### config.mk
export PLATFORM = sky130hd
export DESIGN_NAME = ascii_checksum_stream
export DESIGN_NICKNAME = d
export VERILOG_FILES = /design/src/rtl/ascii_pkg.sv /design/src/rtl/ascii_acc_unit.sv /design/src/rtl/ascii_checksum_stream.sv
export SDC_FILE = /design/constraint.sdc
export NUM_CORES = 1
export LEC_CHECK = 0
export CAP_MARGIN = 15
export CORE_MARGIN = 4
export CORE_UTILIZATION = 49
export DETAILED_ROUTE_END_ITERATION = 8
export HOLD_SLACK_MARGIN = 0.12
export PLACE_DENSITY = 0.79
export SLEW_MARGIN = 30
export SYNTH_ARGS = -nofsm -noshare
export SYNTH_HDL_FRONTEND = slang
export SYNTH_SLANG_ARGS = --single-unit
### constraint.sdc
create_clock -name clk -period 3.2 [get_ports clk]
set_input_delay 0.64 -clock clk [delete_from_list [all_inputs] [get_ports clk]]
set_output_delay 0.64 -clock clk [all_outputs]
set_load 0.02 [all_outputs]
### src/rtl/ascii_pkg.sv
// Shared types and constants for the ASCII checksum stream block.
package ascii_pkg;

  typedef enum logic [1:0] {
    IDLE  = 2'd0,
    ACCUM = 2'd1,
    DONE  = 2'd2
  } state_e;

  localparam logic       MODE_SUM  = 1'b0;
  localparam logic       MODE_XOR  = 1'b1;
  localparam logic [7:0] ASCII_NUL = 8'h00;

endpackage

### src/rtl/ascii_acc_unit.sv
// Checksum accumulator and length counter. A start load seeds both from the
// first byte; later updates fold in each non-NUL byte.
module ascii_acc_unit
  import ascii_pkg::*;
#(
  parameter int DATA_W = 8,
  parameter int SUM_W  = 16,
  parameter int LEN_W  = 5
) (
  input  logic              clk,
  input  logic              rst,
  input  logic              start,
  input  logic              upd,
  input  logic              mode,
  input  logic [DATA_W-1:0] data,
  output logic [SUM_W-1:0]  acc,
  output logic [LEN_W-1:0]  len
);

  logic [SUM_W-1:0] acc_q, acc_d;
  logic [LEN_W-1:0] len_q, len_d;
  logic [SUM_W-1:0] base;
  logic [SUM_W-1:0] ext;
  logic [SUM_W-1:0] next_acc;
  logic             is_nul;

  always_comb begin
    is_nul   = (data == DATA_W'(ASCII_NUL));
    ext      = SUM_W'(data);
    base     = start ? '0 : acc_q;
    next_acc = (mode == MODE_XOR) ? (base ^ ext) : (base + ext);
    acc_d    = acc_q;
    len_d    = len_q;
    if (start) begin
      acc_d = is_nul ? '0 : next_acc;
      len_d = is_nul ? '0 : LEN_W'(1);
    end else if (upd && !is_nul) begin
      acc_d = next_acc;
      len_d = len_q + LEN_W'(1);
    end
  end

  always_ff @(posedge clk) begin
    if (rst) begin
      acc_q <= '0;
      len_q <= '0;
    end else begin
      acc_q <= acc_d;
      len_q <= len_d;
    end
  end

  assign acc = acc_q;
  assign len = len_q;

endmodule

### src/rtl/ascii_checksum_stream.sv
// Frame-based ASCII checksum (sum or XOR) over a valid/ready byte stream.
// Optional ASCII_STRICT_EN adds out_nonascii and suppresses matches on bytes with bit 7 set.
module ascii_checksum_stream
  import ascii_pkg::*;
#(
  parameter int DATA_W  = 8,
  parameter int MAX_LEN = 24,
  parameter int SUM_W   = 16,
  parameter int LEN_W   = 5,
  parameter int TARGET  = 2111
) (
  input  logic              clk,
  input  logic              rst,
  input  logic              mode,
  input  logic              in_valid,
  output logic              in_ready,
  input  logic [DATA_W-1:0] in_data,
  input  logic              in_last,
  output logic              out_valid,
  input  logic              out_ready,
  output logic [SUM_W-1:0]  out_sum,
  output logic [LEN_W-1:0]  out_len,
  output logic              out_match,
  output logic              out_trunc,
`ifdef ASCII_STRICT_EN
  output logic              out_nonascii,
`endif
  output state_e            dbg_state
);

  // Handshake: a byte transfers on in_valid && in_ready; a result transfers
  // on out_valid && out_ready. in_ready is low only while a result is held.

  state_e           state_q, state_d;
  logic             mode_q, mode_d;
  logic             trunc_q, trunc_d;
  logic             accept, start, upd;
  logic             is_nul, at_limit, term;
  logic             eff_mode;
  logic             nonascii;
  logic [SUM_W-1:0] acc;
  logic [LEN_W-1:0] len;

  always_comb begin
    in_ready  = (state_q != DONE);
    out_valid = (state_q == DONE);
    accept    = in_valid && in_ready;
    start     = accept && (state_q == IDLE);
    upd       = accept && (state_q == ACCUM);
    is_nul    = (in_data == DATA_W'(ASCII_NUL));
    // The byte that brings the count to MAX_LEN; a NUL never counts.
    at_limit  = (state_q == ACCUM) && !is_nul && (len == LEN_W'(MAX_LEN - 1));
    term      = is_nul || in_last || at_limit;
    eff_mode  = start ? mode : mode_q;

    state_d = state_q;
    mode_d  = mode_q;
    trunc_d = trunc_q;
    case (state_q)
      IDLE: begin
        if (start) begin
          mode_d  = mode;
          trunc_d = 1'b0;
          state_d = term ? DONE : ACCUM;
        end
      end
      ACCUM: begin
        if (upd && term) begin
          trunc_d = at_limit && !in_last;
          state_d = DONE;
        end
      end
      DONE: begin
        if (out_ready) state_d = IDLE;
      end
      default: state_d = IDLE;
    endcase
  end

  always_ff @(posedge clk) begin
    if (rst) begin
      state_q <= IDLE;
      mode_q  <= MODE_SUM;
      trunc_q <= 1'b0;
    end else begin
      state_q <= state_d;
      mode_q  <= mode_d;
      trunc_q <= trunc_d;
    end
  end

  ascii_acc_unit #(
    .DATA_W (DATA_W),
    .SUM_W  (SUM_W),
    .LEN_W  (LEN_W)
  ) u_acc (
    .clk   (clk),
    .rst   (rst),
    .start (start),
    .upd   (upd),
    .mode  (eff_mode),
    .data  (in_data),
    .acc   (acc),
    .len   (len)
  );

`ifdef ASCII_STRICT_EN
  logic nonascii_q, nonascii_d;

  always_comb begin
    nonascii_d = nonascii_q;
    if (start)    nonascii_d = in_data[7];
    else if (upd) nonascii_d = nonascii_q | in_data[7];
  end

  always_ff @(posedge clk) begin
    if (rst) nonascii_q <= 1'b0;
    else     nonascii_q <= nonascii_d;
  end

  assign nonascii     = nonascii_q;
  assign out_nonascii = nonascii_q;
`else
  assign nonascii = 1'b0;
`endif

  assign out_sum   = acc;
  assign out_len   = len;
  assign out_match = (state_q == DONE) && (acc == SUM_W'(TARGET)) && !nonascii;
  assign out_trunc = trunc_q;
  assign dbg_state = state_q;

endmodule

# Word-level counts from Yosys, hierarchy flattened
# Cells that the tools add are included.
# Widths: inputs -> output; s select.
# classes
add_sub_neg	2
n_eq_ne	8
n_mux	17
n_shift	0
bitwise	1
multipliers	0
n_reduce_logical	19
order_cmp	0
n_div	0
# ops
op	count
$mux 16	5
$add 16x8->16	1
$eq 16x12->1 const B	1
$xor 16x8->16	1
$mux 5	2
$logic_and 1x1->1	9
$logic_not 8->1	1
$mux 2	4
$ne 2x1->1 const B	3
$pmux 2 s3	1
$reduce_and 3->1	2
$add 5x1->5 const B	1
$eq 5x5->1 const B	1
$mux 1	4
$reduce_bool 2->1	2
$eq 2x1->1 const B	1
$eq 2x2->1 const B	1
$logic_not 1->1	2
$logic_not 2->1	1
$logic_or 1x1->1	2
$ne 2x2->1 const B	1
$pmux 1 s2	1
# totals
ramBits	0
in_bits	14
elab_cells	52
ff_bits	25
output_inout_bits	27
rom_bits	0
memories	0
latchBits	0

# Logic depth before layout (Yosys ltp)
# depth
ltp_word	8
mapped_depth	11
depth_no_buf	9

# Modules after synthesis
# From an unflattened synthesis, not the netlist that was laid out.
# hier_totals
hier_cells	205
hier_area_um2	1707.9
# by_module_without_submodules
mod	cells_per_inst	seq_area_each_um2	area_each_um2	n_inst
ascii_acc_unit	170	420.4	1425.1	1
ascii_checksum_stream	35	80.1	282.8	1

# Worst setup path after synthesis
# No wires, ideal clock.
# synth_timing
path_kind	input-to-reg
start	in in_valid
end	reg u_acc.acc_q[12], in the netlist u_acc.acc[12]
t_arrival_ns	2.794
path_buffers	1
setup_ns	0.115
setup_slack_ns	0.290
required_time_ns	3.085
path_stages	10
path_cell_list	nor3b_4 > clkbuf_1 > nor2b_1 > ha_1 > fa_1 > a21oi_1 > o22ai_1 > o41a_1 > and3_1 > a31o_1
# synth_between
elab_chain_cells	7
elab_cells_between_ends	13
cone_classes	1 x add/sub; 6 x mux; 1 x bitwise; 5 x reduce/logical
# synth_rtl
item	line_no	source
start: declaration	ascii_checksum_stream.sv:15	input logic in_valid,
$logic_and 1x1->1 *	ascii_checksum_stream.sv:47	accept = in_valid && in_ready;
$logic_and 1x1->1	ascii_checksum_stream.sv:48	start = accept && (state_q == IDLE);
$mux 16	ascii_acc_unit.sv:30	base = start ? '0 : acc_q;
$add 16x8->16 / $xor 16x8->16 (equally long branches)	ascii_acc_unit.sv:31	next_acc = (mode == MODE_XOR) ? (base ^ ext) : (base + ext);
$mux 16	ascii_acc_unit.sv:31	
$mux 16, on equally long branches	ascii_acc_unit.sv:37, ascii_acc_unit.sv:35	
$mux 16	ascii_acc_unit.sv:34	if (start) begin
end signal: assignment	ascii_acc_unit.sv:45	acc_q <= '0;
end signal: assignment	ascii_acc_unit.sv:48	acc_q <= acc_d;
end: declaration	ascii_acc_unit.sv:20	logic [SUM_W-1:0] acc_q, acc_d;
# Every way passes the cells marked *; elsewhere a longest branch is shown, timed or not. The select of a mux whose other input is x is not followed.
# A chain may end at the register's enable or synchronous reset.

# Worst setup path in the final report
# Ends and elaborated chain as after synthesis.

==> results summary <==
The run finished with clean final reports. The number of nets in the synthesized netlist came out at around 220. The prevailing post-synth register cell is sky130_fd_sc_hd__dfxtp_1. The average detailed-routed wire length per instance came out at around 16 µm.

The library cell used most frequently in the layout, excluding fill and tap cells, is sky130_fd_sc_hd__clkdlybuf4s50_1. The maximum ir drop on the vdd rail came out at roughly 240 µV. TritonCTS built the clock tree.

CTS built an H-tree with a depth of 1. Buffers placed on the I/O ports in this run total 40. The type of the setup path with the least slack is primary input to flip-flop. STA classifies the critical path endpoint as a flip-flop. The tool flagged a number of max-cap violations equal to 0. In the layout the commonest cells are 40 x sky130_fd_sc_hd__clkdlybuf4s50_1, 25 x sky130_fd_sc_hd__dfxtp_1, 19 x sky130_fd_sc_hd__nor2_1. The maximum buffer depth of the clock tree is 2. The root buffer cell chosen for the clock tree is sky130_fd_sc_hd__clkbuf_4. Data on the critical path is required at its endpoint by approximately 3.4 ns.

The iteration-0 DRC count of the detailed router is around 110. STA classifies the critical path startpoint as a primary input. The aggregate global routing overflow is 0. The diode insertion count for antenna repair is 0.

The type of the tightest min-delay check is flip-flop to flip-flop. The initial antenna violation count came to 0. The number of non-filler instances in the completed layout came out at between 200 and 300.

The die area is roughly 4400 µm². The wire length of the first global-routing pass is just under 8000 µm. For this run, design rule violations remaining after detail routing come to 0. The number of max-slew violations in the final report is 0. Tracing the worst setup path back leads to its startpoint at in_valid. The number of hold-repair buffers added at the cts stage is 0. The synthesized design contains 25 register bits.

In the final layout, flip-flops and latches occupy around 500 µm². The slew at the pin closest to its max-slew limit came out at slightly below 0.5 ns. The length of the first detailed-routing pass in iterations came out at 4. The reg-to-reg startpoint is dbg_state[1]. Yosys printed 0 warnings.

Counting flops with an async set or reset pin after synthesis yields a share of 0. The signal on the critical path passes through clkdlybuf4s50_1, nor3b_4, buf_4, nor2b_1, fa_1, a21oi_1, o22ai_1, o41a_1, and3_1, a31o_1. Dividing total power by cell area gives a power density of ~330 nW/µm². On the critical path, the stage with the largest delay is an instance of sky130_fd_sc_hd__clkdlybuf4s50_1. The buffers plus inverters on the worst setup path is 2. CTS saw 25 sinks. The startpoint identified for the worst hold timing path is u_acc.acc[4]. The arrival time of the worst setup path came out at roughly 3.2 ns. For this configuration, the core starts out at a cell density of 0.531. The half-perimeter wire length after placement came out at ~3700 µm.

The met3 layer wire length in the routed design came out at ~280 µm. The wire length on met1 is between 2000 and 2500 µm. The highest cell delay on the worst timing path is about 0.5 ns.

Of the available clock period, the critical path in the final layout requires 0.914. After the last flow step, the layout net total stands at about 270. The highest fanout seen on the critical path is 8.

The leakage power of the design came out at ~0.00083 µW. The synthesized netlist occupies a cell area of 1670 µm². The later-pin clock latency in the skew report is 0.33 ns. The netlist uses 57 different library cells. Once the clock tree was built, the setup fixing pass inserted 0 buffers. Dividing the detail-routed via count by the number of cells gives roughly 6.0. Measured along the y axis, the die boundary spans between 60 and 70 µm. In the final layout, the share of cells above drive strength 1 is 0.138.

The total power came out at between 700 and 800 µW. The post-CTS clock slew at the launch and capture registers of the worst setup and hold paths is between 0.1 and 0.15 ns. The total routing resource utilization after global routing came out at 0.223. The average instance in the mapped netlist occupies 8.76 µm². The worst pin sits at a relative slew slack of 0.669.

The clock arrives with ~0.015 ns of skew. The final wirelength came out at roughly 4600 µm. After detailed routing, no signal wire sits above met4. Gates resized during post-CTS repair numbered 0. The number of fill cells in the layout is 281. The cell count after placement is 280. The portion of the post-synthesis area used by sequential elements came out at 0.299. The core region is roughly 3200 µm². The clock period minus final worst setup slack is around 2.9 ns.

The number of vias in the routed layout came out at ~1.7k. The via count of the first global-routing pass came out at roughly 1.6k. The number of enable flip-flop cells after synthesis is 0. The upper clock frequency limit came out at between 300 and 400 MHz. The placer congestion estimate is roughly 0.9. Entering global routing, the biggest net connects 15 pins.

The overall die width is between 60 and 70 µm. The standard-cell row count is 20. The number of CTS-inserted buffers came out at 3. The routed length on met2 is roughly 2200 µm. Setup violations remaining at the end of the flow were counted as 0. The remaining antenna violation count after routing is 0. The total area of multi-input combinational cells came out at ~1100 µm². Broken down by cell family, the worst path's largest delay share belongs to compound AO/OA/AOI/OAI gates. The relative area change from synthesis to final layout is 30.9%. The number of instances in the synthesized netlist is ~190. The number of failing hold endpoints at the final stage came out at 0.

The number of placed I/O pins came out at between 40 and 50. Setup repair after global routing left no endpoint under its margin.
## cell type report
type	instances	share of cell area
clock buffers	3	0.0103
multi-input cells	155	0.504
inverters	5	0.00970
flip-flops and latches	25	0.228
clock inverters	1	0.00228
repair buffers	51	0.220
well taps	44	0.0251
## state kept, by name, summed over array words and instances, names as in the netlist
register,cells
dbg_state,2
u_acc.acc,16
out_trunc,1
u_acc.len,5
mode_q,1
## metrics by stage
stage / TNS (ns) / setup WS (ns) / utilization / hold slack, ns / instance area, µm²
floorplan: 0 / 0.290 / - / 0.538 / 1670
global placement: -0.00411 / -0.00411 / 0.687 / 0.459 / 2160
detailed placement: -0.132 / -0.0670 / 0.687 / 0.479 / 2160
CTS: 0 / 0.292 / 0.695 / 0.499 / 2190
global route: 0 / 0.164 / 0.695 / 0.516 / 2190
finish: 0 / 0.275 / 0.695 / 0.499 / 2190
## final timing paths
check                                      to  slack (ns)  cells after the start
worst min-delay path             u_acc.acc[4]        0.50                      2
worst min register to register   u_acc.acc[4]        0.50                      2
worst max register to register  u_acc.acc[12]        0.69                      9
worst max-delay path            u_acc.acc[12]        0.27                     10
## layer usage
metal / vias up / GRT usage
met4: 0 / 0.0761
met2: 75 / 0.369
met3: 8 / 0.0472
met1: 798 / 0.285
li1: 809 / -
met5: - / 0
## cell usage after synthesis (all sizes together), types with 5 or more instances
cell	count	area share
nor2b	11	0.041
ha	9	0.067
inv	5	0.013
o21ai	13	0.039
dfxtp	25	0.30
nand2	16	0.036
a21oi	8	0.024
nor2	19	0.043
nor3	6	0.018
xor2	7	0.037
## report_power, final
group	internal, µW	leakage (µW)	switching, µW
logic	113	0.000606	121
clock network	46.9	0.0000177	96.2
registers	326	0.000204	17.0
## kinds of logic after synthesis
group / synth area share
adders and majority gates: 0.0792
xor gates and xnor gates: 0.0471
and+or+nand+nor: 0.297
DFF: 0.299
buffers and inverters: 0.0411
AOI/OAI and AO/OA: 0.195
muxes: 0.0418
## worst reg2reg max path, stage by stage, from the launching register on
cell and delay [ns]:
sky130_fd_sc_hd__dfxtp_1 0.40, sky130_fd_sc_hd__nor3b_4 0.20, sky130_fd_sc_hd__buf_4 0.18, sky130_fd_sc_hd__nor2b_1 0.07, sky130_fd_sc_hd__fa_1 0.41, sky130_fd_sc_hd__a21oi_1 0.22
sky130_fd_sc_hd__o22ai_1 0.13, sky130_fd_sc_hd__o41a_1 0.45, sky130_fd_sc_hd__and3_1 0.21, sky130_fd_sc_hd__a31o_1 0.17
(Power assumes the default switching activity.)
